===== src/rtl/interrupt_controller.sv =====
// ---------------------------------------------------------------------------
// interrupt_controller
//
// Prioritising interrupt controller in front of the control unit (CU).
// Rising edges on the request lines are latched as pending bits. A
// software-written mask gates which maskable lines may be arbitrated. The
// controller then presents one request to the CU and follows the CU's
// acknowledge/return handshake.
//
// Handshake (REQUEST -> SERVICE -> IDLE):
//   A request is presented on hardwareInterrupt (NMI) or maskableInterrupt
//   (IRQ), together with a stable intVector/intId, for as long as the
//   controller is in REQUEST.
//   A one-cycle intAck in REQUEST takes the request: the selected pending
//   bit clears, the request drops and inService rises.
//   A one-cycle intDone in SERVICE ends the handler.
//   intAck outside REQUEST and intDone outside SERVICE have no effect.
//
// Optional feature (macro NESTED_NMI_EN):
//   When defined, a pending NMI preempts an active maskable handler. One
//   saved-context bit (plus the interrupted IRQ id) lets the NMI's intDone
//   resume the maskable SERVICE. An NMI arriving during NMI service is
//   latched but does not nest.
//   When undefined, an NMI during SERVICE waits in nmiPending until IDLE.
//
// Ports:
//   Clk               in   system clock, rising edge
//   reset             in   asynchronous active-high reset
//   irqLine[N]        in   maskable request lines, rising-edge triggered
//   nmiLine           in   non-maskable request line, rising-edge triggered
//   maskWrite         in   load enable for the mask register
//   maskData[N]       in   new mask value (1 = line enabled)
//   intAck            in   CU pulse: request taken
//   intDone           in   CU pulse: return from handler
//   hardwareInterrupt out  NMI request to CU
//   maskableInterrupt out  maskable request to CU
//   intVector[9]      out  handler address of the presented request
//   intId[ID_W]       out  index of the presented IRQ (0 for NMI)
//   pendingOut[N]     out  current pending bits
//   inService         out  high while a handler is active
// ---------------------------------------------------------------------------
module interrupt_controller #(
  parameter int          NUM_IRQ     = 4,
  parameter logic [8:0]  VECTOR_BASE = 9'h100,
  parameter int          ID_W        = 3
) (
  input  logic               Clk,
  input  logic               reset,
  input  logic [NUM_IRQ-1:0] irqLine,
  input  logic               nmiLine,
  input  logic               maskWrite,
  input  logic [NUM_IRQ-1:0] maskData,
  input  logic               intAck,
  input  logic               intDone,
  output logic               hardwareInterrupt,
  output logic               maskableInterrupt,
  output logic [8:0]         intVector,
  output logic [ID_W-1:0]    intId,
  output logic [NUM_IRQ-1:0] pendingOut,
  output logic               inService
);

  typedef enum logic [1:0] {
    IDLE    = 2'd0,
    REQUEST = 2'd1,
    SERVICE = 2'd2
  } state_t;

  // State registers
  state_t             state_q, state_d;
  logic               sel_nmi_q, sel_nmi_d;
  logic [ID_W-1:0]    sel_id_q, sel_id_d;
  logic [NUM_IRQ-1:0] prev_irq_q;
  logic               prev_nmi_q;
  logic [NUM_IRQ-1:0] pending_q, pending_d;
  logic               nmi_pend_q, nmi_pend_d;
  logic [NUM_IRQ-1:0] mask_q, mask_d;
`ifdef NESTED_NMI_EN
  logic               nested_q, nested_d;
  logic [ID_W-1:0]    saved_id_q, saved_id_d;
`endif

  // Registered outputs
  logic               hw_q, hw_d;
  logic               mi_q, mi_d;
  logic [8:0]         vec_q, vec_d;
  logic [ID_W-1:0]    id_q, id_d;
  logic               svc_q, svc_d;

  // Combinational helpers
  logic [NUM_IRQ-1:0] irq_rise;
  logic               nmi_rise;
  logic [NUM_IRQ-1:0] eligible;
  logic               low_found;
  logic [ID_W-1:0]    low_id;
  logic               sel_mask_en;
  logic               ack_take;
  logic [NUM_IRQ-1:0] clr_irq;

  assign irq_rise = irqLine & ~prev_irq_q;
  assign nmi_rise = nmiLine & ~prev_nmi_q;
  assign eligible = pending_q & mask_q;
  assign ack_take = (state_q == REQUEST) && intAck;

  // Lowest set index wins: scan downward so the last hit is the lowest.
  always_comb begin
    low_found = 1'b0;
    low_id    = '0;
    for (int i = NUM_IRQ - 1; i >= 0; i--) begin
      if (eligible[i]) begin
        low_found = 1'b1;
        low_id    = ID_W'(i);
      end
    end
  end

  // Mask bit of the frozen selection, and the pending bit an ack clears.
  always_comb begin
    sel_mask_en = 1'b0;
    clr_irq     = '0;
    for (int i = 0; i < NUM_IRQ; i++) begin
      if (sel_id_q == ID_W'(i)) begin
        sel_mask_en = mask_q[i];
        clr_irq[i]  = ack_take && !sel_nmi_q;
      end
    end
  end

  // A fresh edge in the same cycle as the ack's clear keeps the bit set.
  assign pending_d  = (pending_q & ~clr_irq) | irq_rise;
  assign nmi_pend_d = (nmi_pend_q & ~(ack_take && sel_nmi_q)) | nmi_rise;
  assign mask_d     = maskWrite ? maskData : mask_q;

  // Next-state logic
  always_comb begin
    state_d   = state_q;
    sel_nmi_d = sel_nmi_q;
    sel_id_d  = sel_id_q;
`ifdef NESTED_NMI_EN
    nested_d   = nested_q;
    saved_id_d = saved_id_q;
`endif
    case (state_q)
      IDLE: begin
        if (nmi_pend_q) begin
          state_d   = REQUEST;
          sel_nmi_d = 1'b1;
          sel_id_d  = '0;
        end else if (low_found) begin
          state_d   = REQUEST;
          sel_nmi_d = 1'b0;
          sel_id_d  = low_id;
        end
      end
      REQUEST: begin
        // An ack wins over a mask change seen in the same cycle: the CU has
        // already committed to the handler.
        if (intAck) begin
          state_d = SERVICE;
        end else if (!sel_nmi_q && !sel_mask_en) begin
          state_d = IDLE;
        end
      end
      SERVICE: begin
        if (intDone) begin
`ifdef NESTED_NMI_EN
          if (nested_q) begin
            // NMI handler finished: resume the interrupted maskable handler.
            state_d   = SERVICE;
            sel_nmi_d = 1'b0;
            sel_id_d  = saved_id_q;
            nested_d  = 1'b0;
          end else begin
            state_d = IDLE;
          end
`else
          state_d = IDLE;
`endif
        end
`ifdef NESTED_NMI_EN
        else if (nmi_pend_q && !sel_nmi_q) begin
          state_d    = REQUEST;
          sel_nmi_d  = 1'b1;
          sel_id_d   = '0;
          saved_id_d = sel_id_q;
          nested_d   = 1'b1;
        end
`endif
      end
      default: state_d = IDLE;
    endcase
  end

  // Moore decode of the next state, so the output registers always reflect
  // the state register one-for-one.
  always_comb begin
    hw_d  = (state_d == REQUEST) && sel_nmi_d;
    mi_d  = (state_d == REQUEST) && !sel_nmi_d;
    vec_d = '0;
    id_d  = '0;
    if (state_d == REQUEST) begin
      if (sel_nmi_d) begin
        vec_d = VECTOR_BASE;
      end else begin
        // 9-bit add wraps modulo 512 by construction.
        vec_d = VECTOR_BASE + ((9'(sel_id_d) + 9'd1) << 2);
        id_d  = sel_id_d;
      end
    end
`ifdef NESTED_NMI_EN
    svc_d = (state_d == SERVICE) || nested_d;
`else
    svc_d = (state_d == SERVICE);
`endif
  end

  always_ff @(posedge Clk or posedge reset) begin
    if (reset) begin
      state_q    <= IDLE;
      sel_nmi_q  <= 1'b0;
      sel_id_q   <= '0;
      prev_irq_q <= '0;
      prev_nmi_q <= 1'b0;
      pending_q  <= '0;
      nmi_pend_q <= 1'b0;
      mask_q     <= '0;
`ifdef NESTED_NMI_EN
      nested_q   <= 1'b0;
      saved_id_q <= '0;
`endif
      hw_q       <= 1'b0;
      mi_q       <= 1'b0;
      vec_q      <= '0;
      id_q       <= '0;
      svc_q      <= 1'b0;
    end else begin
      state_q    <= state_d;
      sel_nmi_q  <= sel_nmi_d;
      sel_id_q   <= sel_id_d;
      prev_irq_q <= irqLine;
      prev_nmi_q <= nmiLine;
      pending_q  <= pending_d;
      nmi_pend_q <= nmi_pend_d;
      mask_q     <= mask_d;
`ifdef NESTED_NMI_EN
      nested_q   <= nested_d;
      saved_id_q <= saved_id_d;
`endif
      hw_q       <= hw_d;
      mi_q       <= mi_d;
      vec_q      <= vec_d;
      id_q       <= id_d;
      svc_q      <= svc_d;
    end
  end

  assign hardwareInterrupt = hw_q;
  assign maskableInterrupt = mi_q;
  assign intVector         = vec_q;
  assign intId             = id_q;
  assign pendingOut        = pending_q;
  assign inService         = svc_q;

endmodule


===== config.mk =====
export PLATFORM = sky130hd
export DESIGN_NAME = interrupt_controller
export DESIGN_NICKNAME = d
export VERILOG_FILES = /design/src/rtl/interrupt_controller.sv
export SDC_FILE = /design/constraint.sdc
export NUM_CORES = 1
export LEC_CHECK = 0
export CORE_ASPECT_RATIO = 1.4
export CORE_MARGIN = 1
export CORE_UTILIZATION = 51
export DETAILED_ROUTE_END_ITERATION = 8
export HOLD_SLACK_MARGIN = 0.15
export PLACE_DENSITY = 0.95
export SYNTH_ARGS = -nofsm -noshare
export SYNTH_HDL_FRONTEND = slang
export SYNTH_SLANG_ARGS = --single-unit

===== constraint.sdc =====
create_clock -name Clk -period 4.2 [get_ports Clk]
set_clock_uncertainty 0.05 [all_clocks]
set_input_delay 0.63 -clock Clk [delete_from_list [all_inputs] [get_ports Clk]]
set_output_delay 0.63 -clock Clk [all_outputs]
set_load 0.01 [all_outputs]

After elaboration in Yosys (flattened, before gate mapping)
Index checks and enable logic that the tools add are counted.
Widths: inputs -> output; s select.
- output and inout port bits: 19
- input bits: 14
- bits in registers: 35
- word-level logic and storage cells: 76
- mux-type cells: 32
- reductions and logical operators: 11
- bitwise gates (word level): 11
- equality and inequality tests: 7
- add/sub/neg operators: 2
- operator list (operator ; count):
    $mux 3 ; 8
    $mux 9 ; 2
    $mux 1 ; 15
    $and 4x4->4 ; 3
    $mux 2 ; 6
    $add 9x6->9 const A ; 1
    $not 4->4 ; 2
    $eq 3x2->1 const B ; 2
    $logic_and 1x1->1 ; 6
    $pmux 2 s3 ; 1
    $add 3x1->4 const B ; 1
    $eq 2x1->1 const B ; 2
    $eq 2x2->1 const B ; 2
    $or 4x4->4 ; 1
    $eq 3x1->1 const B ; 1
    $logic_not 1->1 ; 3
    $logic_not 3->1 ; 1
    $and 1x1->1 ; 2
    $logic_not 2->1 ; 1
    $not 1->1 ; 2
    $or 1x1->1 ; 1

Logic depth before layout (Yosys ltp)
Gate-level depths: netlist (run 1).
- depth after elaboration: 12
- gate-level depth with buffers: 7
- gate-level depth less buffers: 7

Worst setup path after synthesis (run 1)
OpenSTA, ideal clock, no wires.
- path kind: reg-to-reg
- start point: register pending_q[2] (netlist: pendingOut[2])
- end point: register vec_q[3] (netlist: intVector[3])
- cell stages (with the launch flop): 7
- path slack: 2.431 ns
- data arrival time: 1.601 ns
- period minus slack after synthesis: 1.769 ns
- cells stage by stage: dfrtp_1 a22o_2 o31ai_2 a32oi_1 inv_1 ha_1 nor2b_2
- word-level cells in the longest chain between the ends: 11
- elaborated cells between the ends (all ways): 21
- classes of those cells: add/sub: 2; eq/ne: 1; mux: 17; bitwise: 1
- ends and longest elaborated chain (what ; line ; source):
    from (decl) ; 75 ; logic [NUM_IRQ-1:0] pending_q, pending_d;
    from (signal assigned) ; 242 ; pending_q <= pending_d;
    $and 4x4->4 * ; 102 ; assign eligible = pending_q & mask_q;
    $mux 3 / $mux 1 (equally long branches) (3 in a row) ; 110 ; if (eligible[i]) begin
    $mux 3 * ; 149 ; end else if (low_found) begin
    $mux 3 * ; 145 ; if (nmi_pend_q) begin
    $mux 3 * ; 143 ; case (state_q)
    named net sel_id_d[0] ; 72 ; logic [ID_W-1:0] sel_id_q, sel_id_d;
    $add 3x1->4 * ; 206 ; vec_d = VECTOR_BASE + ((9'(sel_id_d) + 9'd1) << 2);
    $add 9x6->9 * ; 206 ;
    $mux 9 * ; 202 ; if (sel_nmi_d) begin
    $mux 9 * ; 201 ; if (state_d == REQUEST) begin
    named net vec_d[3] ; 86 ; logic [8:0] vec_q, vec_d;
    to (signal assigned) ; 251 ; vec_q <= vec_d;
    to (decl) ; 86 ;
The timed path passes the listed nets; every way through them passes the cells marked *.
A chain may end at the register's enable or synchronous reset.

Worst setup path after layout (run 1)
- start point: register pending_q[3] (netlist: pendingOut[3])
- end point: output port pendingOut[3]
- RTL lines (what ; line ; source):
    to (decl) ; 59 ; output logic [NUM_IRQ-1:0] pendingOut,
No word-level cell between the ends.

==> results by group, run 1 <==
Clocking
  – CTS resizes: 0
  – CTS Hold Bufs: 0
  – Clk sinks: 31
  – Num CTS Buffers: 5
  – Post-CTS Setup Bufs: 0
  – Worst skew pair latency: 320 ps
  – CTS root buffer: clkbuf_4
  – Worst-path clk slew: 90 ps
  – Clock Path Buffers: 2
  – CTS tree: built
  – CTS HTree Levels: 2

STA
  – Endpoints failing hold: 0
  – Worst-margin pin slew: 1080 ps
  – Hold Worst Slack: 378 ps
  – Final WS setup: 2200 ps
  – Final Max Tran Viols: 0
  – Min cycle time layout: 2000 ps
  – Final number of setup-violating endpoints: 0
  – Achievable clock frequency: 500 MHz
  – RSZ-0062 raised after global routing: false
  – Period utilisation layout: 47.6%
  – Total negative slack: 0 ps
  – Slew HR: 27.7%

Routing
  – Starting DRC count in detailed routing: 21
  – # DRC: 0
  – Routed wire per std cell: 11.9 um
  – Wirelength, routed: 2.07 mm
  – Vias: 869
  – Vias/cell: 4.99
  – Drt first pass iters: 4
  – DRT antenna net count: 0

Critical path
  – FF-to-FF Start: pendingOut[2]
  – Critical-path maximum fanout: 5
  – CP Capture Type: primary output
  – Crit. Startpoint: pendingOut[3]
  – Crit path cell chain: clkdlybuf4s50_1
  – Type of the worst setup path: register to primary output
  – Critical path's largest stage delay: 570 ps
  – Critical path startpoint category: register
  – R2R Setup Slk: 2270 ps
  – Worst reg2reg path depth: 6
  – WP buf/inv: 1
  – Family with the most delay on the worst path: buffers and inverters
  – Worst Setup EP: pendingOut[3]
  – Worst path arrival time: 1320 ps
  – Levels on crit path: 1
  – CP Data Required Time: 3520 ps
  – Reg-to-reg critical path endpoint: intVector[3]
  – Critical path's slowest cell: clkdlybuf4s50_1

Floorplanning
  – IO Pins: 33
  – Initial Utilization: 53.6%
  – Die Y: 61.3 um
  – Core area: 2390 sq um
  – Die Area: 2720 sq um
  – FP Rows: 21
  – Die Wd: 44.4 um

Power and ir drop
  – Pwr dens: 580 nW/um^2
  – VDD IR-drop max: 0.383 mV
  – Leakage: 0.000758 uW
  – Pwr Total: 963 uW

Synthesis
  – Count leader, synth: dfrtp_1
  – Share of the synthesized area in the top cell type: 60.5%
  – Ys Warns: 0
  – Register area share after synthesis: 60.5%
  – Top FF cell, synth: dfrtp_1
  – Mapped cell area: 1280 sq um
  – Post-synth EDFFs: 0
  – Fraction of registers with async set/reset: 100%
  – Synth Register Bits: 31
  – Post-synth top cells: dfrtp_1, inv_1, nand2_1, o21ai_0, mux2_2
  – Post-Synthesis Cells: 103
  – Unique masters post-synth: 35
  – Leading post-synthesis cells by cell area: dfrtp_1, mux2_2, inv_1, o21ai_0, buf_4
  – Cell taking the most area after synthesis: dfrtp_1
  – Mapped Avg Cell Area: 12.4 sq um

Placement
  – HPWL after DPL: 1.61 mm
  – PortBufs: 28
  – Setup slack at placement: 2060 ps
  – Placer Congestion: 0.829
  – DP Cell Count: 166

Global route
  – Largest net degree at the start of global routing: 32
  – Vias in the first global route: 835
  – Aggregate global routing overflow: 0
  – Total track usage: 18.2%
  – Initial antenna violation count: 0
  – First-pass GRT wire length: 3.50 mm

Finish
  – Diodes inserted: 0
  – Layout cells sized above 1: 17.9%
  – Layout Cells excl Fill: 174
  – Multi-input logic area: 460 sq um
  – Register area: 776 sq um
  – Final-layout fill cell count: 174
  – Area Overhead vs Synth: 29.7%
  – Post-layout nets: 154

Flow run
  – Max_cap viols: 0

Min path
  – Hold WC Path Type: register to register

Outcome
  – Outcome: finished, final reports clean
[per-stage QoR]
stage          instance area [sq um]  utilization (%)
6_report                        1660             69.5
5_1_grt                         1660             69.5
4_1_cts                         1660             69.5
2_1_floorplan                   1300                -
3_5_place_dp                    1590             66.6
3_3_place_gp                    1590             66.6
[sequential cells by signal (all words and copies together) (netlist names)]
name and cells:
prev_irq_q 4, intVector 5, nmi_pend_q 1, mask_q 4
inService 1, pendingOut 4, sel_nmi_q 1, hardwareInterrupt 1
maskableInterrupt 1, sel_id_q 3, state_q 2, prev_nmi_q 1
intId 3
[power by group]
group / switching [uW] / internal [uW]
clock: 86.3 / 98.4
combinational: 160 / 186
sequential: 60.9 / 372
[layer usage]
| metal | global-route usage (%) | part of all wire (%) | up-vias |
|---|---|---|---|
| li1 | - | - | 425 |
| met1 | 20.7 | 41 | 417 |
| met2 | 31.5 | 54 | 21 |
| met3 | 4.40 | 3.0 | 6 |
| met4 | 9.52 | 2.1 | 0 |
| met5 | 0 | 0 | - |
[worst min path at each step]
| stage | slack [ps] | cells after the start | end | from |
|---|---|---|---|---|
| finish | 380 | 1 | nmi_pend_q | prev_nmi_q |
| global route | 400 | 1 | nmi_pend_q | prev_nmi_q |
| CTS | 390 | 1 | nmi_pend_q | prev_nmi_q |
| detailed placement | 380 | 1 | nmi_pend_q | prev_nmi_q |
| global placement | 350 | 1 | pendingOut[0] | prev_irq_q[0] |
| floorplan | 350 | 1 | nmi_pend_q | prev_nmi_q |
[logic make-up after synthesis]
family,count (synthesis),synth area share (%)
DFF,31,60.5
and+or+nand+nor,27,12.3
AOI/OAI and AO/OA,24,15.6
buffers and inverters,13,4.98
muxes,6,5.27
adders and majority gates,1,0.976
other,1,0.293
[final cells by class]
| class | count | area share, % |
|---|---|---|
| Clock buffer | 8 | 4.14 |
| Sequential cell | 31 | 46.7 |
| Multi-Input combinational cell | 64 | 27.7 |
| Tap cell | 34 | 2.56 |
| Inverter | 9 | 2.03 |
| Timing Repair Buffer | 28 | 16.9 |
[cells in the final DEF, fill, tap and decap left out, types with 2 or more instances in the layout]
| cell | count |
|---|---|
| a22o_1 | 3 |
| o21ai_0 | 6 |
| nand2_1 | 7 |
| dfrtp_1 | 31 |
| nand3b_1 | 4 |
| clkbuf_4 | 5 |
| a21oi_1 | 2 |
| nor2b_2 | 2 |
| inv_1 | 9 |
| conb_1 | 6 |
| clkdlybuf4s50_1 | 28 |
| mux2_2 | 5 |
| a22o_2 | 2 |
| nand3_1 | 2 |
| nor2_1 | 4 |
| clkbuf_8 | 2 |
Note: power is estimated with default switching activity, not from simulation.
==> inputs of run 2 (changes only) <==
CORE_UTILIZATION = 47   (was 51)
PLACE_DENSITY = 0.89   (was 0.95)
clock period = 2 ns   (was 4.2 ns; I/O delays follow)
==> results by group, run 2 (same netlist as run 1, synthesis figures left out) <==
Critical path
  – Critical-path maximum fanout: 6
  – Worst path arrival time: 2090 ps
  – Crit. Startpoint: state_q[1]
  – CP Data Required Time: 2210 ps
  – Critical path's largest stage delay: 420 ps
  – WP buf/inv: 1
  – Critical path startpoint category: register
  – Type of the worst setup path: register to register
  – CP Capture Type: register
  – Crit path cell chain: nor2_1, o31ai_2, a32oi_1, inv_1, ha_1, nand3b_1, a21oi_2
  – R2R Setup Slk: 110 ps
  – Critical path's slowest cell: dfrtp_1
  – FF-to-FF Start: state_q[1]
  – Family with the most delay on the worst path: compound AO/OA/AOI/OAI gates

Power and ir drop
  – Switching portion of total power: 33.8%
  – Leakage: 0.000768 uW
  – Gate power share: 38.0%
  – VDD IR-drop max: 0.658 mV
  – Pwr dens: 1220 nW/um^2
  – Register share of total power: 44.5%
  – Clock group share of total power: 17.4%
  – Psw: 692 uW
  – Internal: 1350 uW

Routing
  – Routed wire per std cell: 13.5 um
  – Vias/cell: 5.19
  – Drt first pass iters: 4
  – # DRC: 0
  – Starting DRC count in detailed routing: 22
  – Wirelength, routed: 2.40 mm
  – DRT antenna net count: 0
  – Vias: 924

Finish
  – Post-layout nets: 157
  – Diodes inserted: 0
  – Final-layout fill cell count: 199
  – Cell area after layout: 1670 sq um
  – Commonest non-fill, non-tap cell in the layout: dfrtp_1
  – Largest register FFs: 5
  – Area Overhead vs Synth: 30.7%
  – Most frequent cells in the layout: dfrtp_1, clkdlybuf4s50_1, inv_1, nand2_1
  – Layout cells sized above 1: 19.7%

Clocking
  – Num CTS Buffers: 5
  – Clock Path Buffers: 2
  – Post-CTS Setup Bufs: 0
  – CTS root buffer: clkbuf_4
  – CTS tree: built
  – CTS resizes: 0
  – Clk sinks: 31
  – Worst-path clk slew: 90 ps
  – Worst skew pair latency: 320 ps
  – CTS Hold Bufs: 0
  – CTS HTree Levels: 2

Floorplanning
  – Die Area: 2940 sq um
  – Die Y: 63.8 um
  – Initial Utilization: 49.0%
  – IO Pins: 33
  – Core area: 2620 sq um
  – FP Rows: 22
  – Die Wd: 46.1 um

STA
  – Period utilisation layout: 94.3%
  – Final number of setup-violating endpoints: 0
  – Min cycle time layout: 1890 ps
  – RSZ-0062 raised after global routing: false
  – Achievable clock frequency: 530 MHz
  – Endpoints failing hold: 0
  – Total negative slack: 0 ps
  – Final Max Tran Viols: 0

Placement
  – Placer Congestion: 0.856
  – HPWL after DPL: 1.82 mm
  – PortBufs: 28
  – Placed cell areas: 1620 sq um

Global route
  – Aggregate global routing overflow: 0
  – Initial antenna violation count: 0
  – Largest net degree at the start of global routing: 20
  – First-pass GRT wire length: 3.96 mm
  – Vias in the first global route: 895
  – Total track usage: 19.1%

Min path
  – Hold WC Path Type: primary input to asynchronous set/reset pin

Outcome
  – Outcome: finished, final reports clean

Flow run
  – Max_cap viols: 0
## run 2: cell types whose count changed in the layout (fill, tap and decap cells not counted)
cell and delta:
clkinv_2 +1, buf_4 +3, clkbuf_1 -1, clkbuf_8 -1
## run 2: routing by layer
| layer | part of all wire [%] | track usage, % | up-vias |
|---|---|---|---|
| li1 | - | - | 426 |
| met1 | 38 | 21.6 | 456 |
| met2 | 54 | 31.3 | 34 |
| met3 | 5.6 | 6.78 | 8 |
| met4 | 2.4 | 7.72 | 0 |
| met5 | 0 | 0 | - |
## run 2: per-stage QoR
step	setup slack, ps	hold slack, ps	power (uW)	instances	utilization, %
global placement	207	354	1650	171	61.9
detailed placement	189	367	1690	171	61.9
global route	13.5	256	2190	178	64.0
CTS	163	234	2050	178	64.0
floorplan	231	281	1370	108	-
finish	115	235	2050	178	64.0
## run 2: path summary, 6_finish.rpt
kind | to | cells past startpoint
min in group Clk | nmi_pend_q | 1
worst min-delay path | pendingOut[1] | 3
worst max register to register | intVector[4] | 7
worst min register to register | nmi_pend_q | 1
max in group asynchronous | state_q[1] | 3
worst max-delay path | intVector[4] | 7
## run 2: cell type report
| cell class | count | area, sq um | share of cell area (%) |
|---|---|---|---|
| sequential | 31 | 776 | 46.3 |
| tap | 36 | 45.0 | 2.69 |
| timing repair buffer | 31 | 303 | 18.1 |
| clock inverter | 1 | 5.00 | 0.299 |
| inverter | 9 | 33.8 | 2.02 |
| clock buffer | 6 | 51.3 | 3.06 |
| multi-input combinational | 64 | 460 | 27.5 |
## run 2: power groups by stage
stage | registers [uW] | logic (uW) | clock network, uW
floorplan | 933 | 436 | 0
global placement | 912 | 741 | 0
detailed placement | 921 | 769 | 0
CTS | 910 | 774 | 367
global route | 934 | 856 | 398
finish | 911 | 778 | 357
## run 2: tightest hold or removal path, stage by stage
cell and delay [ps]:
clkdlybuf4s50_1 400, inv_1 70, buf_4 200
==> inputs of run 3 (changes only) <==
PLACE_DENSITY = 0.77   (was 0.89)
==> results by group, run 3 (same netlist as run 1, synthesis figures left out) <==
Finish
  – Commonest non-fill, non-tap cell in the layout: dfrtp_1
  – Post-layout nets: 156
  – Layout cells sized above 1: 19.7%
  – Most frequent cells in the layout: dfrtp_1, clkdlybuf4s50_1, inv_1, nand2_1
  – Largest register FFs: 5
  – Area Overhead vs Synth: 32.4%
  – Diodes inserted: 0
  – Final-layout fill cell count: 225
  – Cell area after layout: 1700 sq um
  – Register area: 776 sq um
  – Multi-input logic area: 460 sq um
  – Layout Cells excl Fill: 178

Critical path
  – Crit path cell chain: nor2_1, o31ai_2, a32oi_1, inv_1, ha_1, nand3b_1, a21oi_2
  – Critical path's slowest cell: dfrtp_1
  – CP Data Required Time: 2220 ps
  – Critical-path maximum fanout: 6
  – Critical path's largest stage delay: 420 ps
  – CP Capture Type: register
  – Worst path arrival time: 2030 ps
  – Type of the worst setup path: register to register
  – Critical path startpoint category: register

STA
  – Final Max Tran Viols: 0
  – Min cycle time layout: 1810 ps
  – Final number of setup-violating endpoints: 0
  – RSZ-0062 raised after global routing: false
  – Hold Worst Slack: 286 ps
  – Achievable clock frequency: 553 MHz
  – Total negative slack: 0 ps
  – Period utilisation layout: 90.3%
  – Endpoints failing hold: 0

Routing
  – DRT antenna net count: 0
  – Routed wire per std cell: 12.7 um
  – Starting DRC count in detailed routing: 22
  – Vias: 903
  – Drt first pass iters: 4
  – Vias/cell: 5.07
  – Wirelength, routed: 2.25 mm
  – # DRC: 0

Clocking
  – Worst-path clk slew: 90 ps
  – CTS root buffer: clkbuf_4
  – Clock Path Buffers: 2
  – CTS tree: built
  – Clk sinks: 31
  – CTS HTree Levels: 2
  – Num CTS Buffers: 5
  – CTS Hold Bufs: 0
  – CTS resizes: 0
  – Post-CTS Setup Bufs: 0
  – Worst skew pair latency: 330 ps

Global route
  – Total track usage: 18.8%
  – Vias in the first global route: 881
  – Aggregate global routing overflow: 0
  – First-pass GRT wire length: 3.77 mm
  – Initial antenna violation count: 0
  – Largest net degree at the start of global routing: 32

Floorplanning
  – Die Wd: 46.1 um
  – Core area: 2620 sq um
  – Die Area: 2940 sq um
  – FP Rows: 22
  – Die Y: 63.8 um
  – IO Pins: 33
  – Initial Utilization: 49.0%

Power and ir drop
  – VDD IR-drop max: 0.732 mV
  – Leakage: 0.000777 uW
  – Pwr dens: 1280 nW/um^2

Placement
  – Placed cell areas: 1610 sq um
  – HPWL after DPL: 1.64 mm
  – PortBufs: 28
  – DP Cell Count: 170
  – Placer Congestion: 0.791

Flow run
  – Max_cap viols: 0

Min path
  – Hold WC Path Type: primary input to asynchronous set/reset pin

Outcome
  – Outcome: finished, final reports clean
==> run 3: changes by cell type in the layout (fill, tap and decap cells not counted), sizes merged <==
| cell | delta |
|---|---|
| buf | -1 |
| bufinv | +1 |
==> run 3: power by group <==
group          switching [uW]  internal (uW)  total (uW)
Combinational             349            409         758
Sequential                129            781         910
Clock                     205            295         500
==> run 3: metal layers <==
layer | GRT usage, % | wire length, um
met1 | 18.9 | 857
met2 | 30.1 | 1220
met3 | 7.91 | 105
met4 | 12.1 | 68
met5 | 0 | 0
==> run 3: critical path, delay by kind of cell (launching register included) <==
kind | cells | cell delay [ps]
buffers and inverters | 1 | 120
DFF | 1 | 420
and+or+nand+nor | 2 | 470
AOI/OAI and AO/OA | 3 | 470
adders and majority gates | 1 | 210
==> run 3: layout make-up <==
type	instances	area share [%]
clock inverter	2	2.06
multi-input combinational	64	27.1
sequential	31	45.7
tap	36	2.65
timing repair buffer	30	17.4
clock buffer	6	3.02
inverter	9	1.99
==> run 3: path summary, 6_finish.rpt <==
| check | from | end | slack, ps | cells after the start |
|---|---|---|---|---|
| worst min-delay path | reset | intVector[4] | 290 | 3 |
| worst max register to register | state_q[1] | intVector[4] | 190 | 7 |
| worst max-delay path | state_q[1] | intVector[4] | 190 | 7 |
| min in group Clk | nmiLine | prev_nmi_q | 380 | 1 |
| worst min register to register | prev_nmi_q | nmi_pend_q | 380 | 1 |
| max in group asynchronous | reset | sel_nmi_q | 1340 | 3 |
==> run 3: metrics by stage <==
step	util [%]	total power, uW	setup WS [ps]
floorplan	-	1370	231
global placement	61.6	1660	176
detailed placement	61.6	1680	159
CTS	64.9	2190	185
global route	64.9	2310	29.7
finish	64.9	2170	193
==> variant 1 (flow settings as in run 1) <==
Add a define of `NESTED_NMI_EN`.
--- a/src/rtl/interrupt_controller.sv
+++ b/src/rtl/interrupt_controller.sv
@@ -41,2 +41,4 @@
 // ---------------------------------------------------------------------------
+`define NESTED_NMI_EN
+
 module interrupt_controller #(
Function: changed (a bounded check fails within 10 cycles, from zero or initial values and one cycle with reset high).
==> variant 1 against run 1 <==
Die area increased by 18%. Total power increased by 37%. Routed wire length increased by 47%. First-iteration DRC count increased by 52%. Combinational power increased by 26%. Synthesized area increased by 19%. Worst setup slack got worse by 0.59 ns. Cell area increased by 18%. Clock power increased by 91%. Sequential cell count increased by 4. Critical endpoint is now intVector[4]. Highest routed layer unchanged.
==> variant 1: results (changes against run 1) <==
nets=179 (+16%); Mapped Cells=130 (+26%); Placed Cells=194 (+17%); DP Wirelength=2.18 mm (+35%); Max stage delay on crit path=0.53 ns (-0.04 ns); CP top delay family=simple AND/OR/NAND/NOR gates; VDD IR max=0.000468 V (+22%); Worst Tran Pin Value=0.551 ns (-0.533 ns); largest net degree at the start of global routing=36 (+13%); fillcell total=211 (+21%); DR vias=1126 (+30%); Worst-path clk slew=0.07 ns (-0.02 ns); r2r worst-path depth=7 (+1); status=finished, final reports clean; HP Class=flip-flop to flip-flop; clk_lat worst skew=0.28 ns (-0.04 ns); max reg flops=5 (unchanged); Post-Route WL=3.03 mm (+47%); drt first-iter violations=32 (+52%); Data arrival, critical path=2.75 ns (+1.43 ns); critical path peak fanout=8 (+3); Leak Pwr=0.862 nW (+14%); Synth cell types=41 (+17%); All-Layer GR Usage=0.222 (+0.0394); Synth area leaders=dfrtp_1, mux2_2, o21ai_0; Inserted Clock Buffers=5 (unchanged); Via density=5.57 (+12%); Post-CTS Repair Setup Buffers=0 (unchanged); Syn. warnings=0 (unchanged); placer congestion estimate=0.959 (+16%); first-pass GRT wire length=4.86 mm (+39%); Root Buffer=clkbuf_8; worst slack at placement=1.34 ns (-0.718 ns); PortBufs=28 (unchanged); most common library cells after synthesis=dfrtp_1, nand2_1, inv_1, o21ai_0, mux2_2; share of layout cells above drive strength 1=0.133 (-0.0452); sequential element share of the synthesized area=0.576 (-0.0293); ant diodes=0 (unchanged)
variant 1: where the power goes:
group          total [mW]  internal [mW]  switching, mW
clock               0.353          0.237          0.116
combinational       0.437          0.235          0.202
sequential          0.528          0.429         0.0986
variant 1: path summary, 6_finish.rpt:
kind / slack (ns) / endpoint / start
hold reg to reg: 0.38 / nmi_pend_q / prev_nmi_q
setup / recovery: 1.61 / intVector[4] / intDone
hold / removal: 0.38 / nmi_pend_q / prev_nmi_q
setup reg to reg: 2.07 / intVector[4] / nmi_pend_q
max in group asynchronous: 3.08 / inService / reset
min in group asynchronous: 0.70 / intVector[5] / reset
variant 1: through the flow:
step	area [µm²]	utilization
global placement	1820	0.639
global route	1950	0.686
finish	1950	0.686
floorplan	1540	-
detailed placement	1820	0.639
CTS	1950	0.686
variant 1: kinds of logic (layout without fill, tap and decap cells):
kind of cell / count (synthesis) / in the layout / share of synthesized area
AND/OR/NAND/NOR: 38 / 38 / 0.150
flip-flops: 35 / 35 / 0.576
AO/OA/AOI/OAI: 32 / 32 / 0.148
buffers and inverters: 16 / 46 / 0.0560
multiplexers: 7 / 7 / 0.0593
adder cells (fa/ha/maj): 1 / 1 / 0.00823
other: 1 / 6 / 0.00247
variant 1: per-layer routing:
| metal | global-route usage | up-vias | part of all wire | routed length, µm |
|---|---|---|---|---|
| met4 | 0.115 | 0 | 0.025 | 76 |
| met3 | 0.0732 | 8 | 0.051 | 156 |
| met2 | 0.342 | 46 | 0.54 | 1650 |
| met1 | 0.263 | 556 | 0.38 | 1150 |
| met5 | 0 | - | 0 | 0 |
| li1 | - | 516 | - | - |
variant 1: final cells by class:
cell class,instances,share of cell area
well taps,37,0.0237
flip-flops and latches,35,0.448
clock buffers,6,0.0371
clock inverters,2,0.0307
inverters,9,0.0173
multi-input cells,84,0.296
repair buffers,29,0.147
==> variant 2 (config.mk and constraints of run 1) <==
Made on the original files. The output `maskableInterrupt` loses its register stage (`mi_q` becomes a continuous assignment).
--- a/src/rtl/interrupt_controller.sv
+++ b/src/rtl/interrupt_controller.sv
@@ -231,3 +231,2 @@
       hw_q       <= 1'b0;
-      mi_q       <= 1'b0;
       vec_q      <= '0;
@@ -249,3 +248,2 @@
       hw_q       <= hw_d;
-      mi_q       <= mi_d;
       vec_q      <= vec_d;
@@ -255,2 +253,4 @@
   end
+
+  assign mi_q = mi_d;
 
Function: changed (Yosys sat finds a counterexample within 4 cycles, from zero or initial values and one cycle with reset high).
==> variant 2 against run 1 <==
Worst hold slack worse by 0.0022 ns. The run now ends with DRC left. Worst setup slack worse by 1.1 ns. Routed wire length is 11% higher. Critical path type is now input port to primary output. Sequential cell count is 1 lower. Total power is 2.2% lower. Synthesized area is 2.0% lower. Cell area is 3.5% lower. Sequential power is 3% lower.
==> variant 2: results (changes against run 1) <==
status=finished, violations left; failing checks=DRC; RR Endpoint=intVector[3]; Worst-path clk slew=0.08 ns; Placed Cells=153 (-7.8%); Multi-input gate area=460 µm² (unchanged); Hold Crit Start=prev_irq_q[0]; Post-Route WL=2.29 mm (+11%); most common library cells after synthesis=dfrtp_1, inv_1, nand2_1; ClkCell Share=0.0320 (-0.00943); DRC=1 (+1); Hold EP=pendingOut[0]; sequential element share of the synthesized area=0.598 (-0.00786); HP Class=flip-flop to flip-flop; Non-clk bufs=28 (unchanged); period utilization=0.744 (+0.268); largest net degree at the start of global routing=31 (-3.1%); CP startpoint=intAck; clk_lat worst skew=0.32 ns (about the same); Via density=5.54 (+11%); Top FF cell, synth=dfrtp_1; fillcell total=166 (-4.6%); placer congestion estimate=0.833 (+0.48%); critical path peak fanout=6 (+1); Syn. warnings=0 (unchanged); r2r worst-path depth=6 (unchanged); Seq. cell area=751 µm² (-3.2%); PortBufs=28 (unchanged); Leak Pwr=0.737 nW (-2.8%); DR vias=881 (+1.4%); Post-DP Area=1550 µm² (-2.5%); Max stage delay on crit path=0.52 ns (-0.05 ns); max reg flops=5 (unchanged); CP top delay family=buffers and inverters; core box area=2250 µm² (-5.8%); H-tree depth=2 (unchanged); first-pass GRT wire length=3.78 mm (+8.1%); R2R setup slack=2.18 ns (-0.09 ns); drt first-iter violations=21 (unchanged); FFs & Latches=30 (-3.2%); clk buf depth=2 (unchanged); All-Layer GR Usage=0.202 (+0.0197); NonClk Buf Share=0.175 (+0.00605); hold slack=0.376 ns (-0.00222 ns); P&R area growth vs syn=27.7%; slowest stage cell on the critical path=clkdlybuf4s50_1; Root Buffer=clkbuf_4; Mapped Cells=102 (-0.97%); Post-CTS Repair Setup Buffers=0 (unchanged); crit path capture=maskableInterrupt; Synth area leaders=dfrtp_1, mux2_2, inv_1; share of layout cells above drive strength 1=0.175 (-0.00339); slew margin rel.=0.309 (+0.0322); Inserted Clock Buffers=5 (unchanged); DP Wirelength=1.76 mm (+9.0%); VDD IR max=0.000392 V (+2.2%); asr flop ratio synth=1.00 (unchanged); Net Sw Power=317 µW (+3.3%); number of clock buffers in the layout=6 (-2); DR pass1 iterations=6 (+2)
variant 2: changes by cell type in the layout (fill, tap and decap cells not counted):
cell / change
clkbuf_1: -1
clkbuf_8: -1
dfrtp_1: -1
variant 2: layer usage:
layer	track usage	share of wire	up-vias
met1	0.208	0.36	422
li1	-	-	418
met2	0.345	0.55	31
met3	0.0833	0.061	10
met4	0.113	0.029	0
met5	0	0	-
variant 2: power groups by stage:
stage | Sequential (mW) | Clock (mW) | Combinational (mW)
final | 0.420 | 0.157 | 0.364
after floorplan | 0.427 | 0 | 0.212
after global placement | 0.418 | 0 | 0.353
after detailed placement | 0.424 | 0 | 0.361
after CTS | 0.419 | 0.160 | 0.365
after global routing | 0.426 | 0.175 | 0.398
variant 2: cell families (layout without fill, tap and decap cells):
family,Yosys count,count (layout),synth area share
flops,30,30,0.598
fa+ha+maj,1,1,0.00996
compound gates,24,24,0.159
buf+inv,13,43,0.0508
other cells,1,6,0.00299
mux,6,6,0.0538
simple gates,27,27,0.126
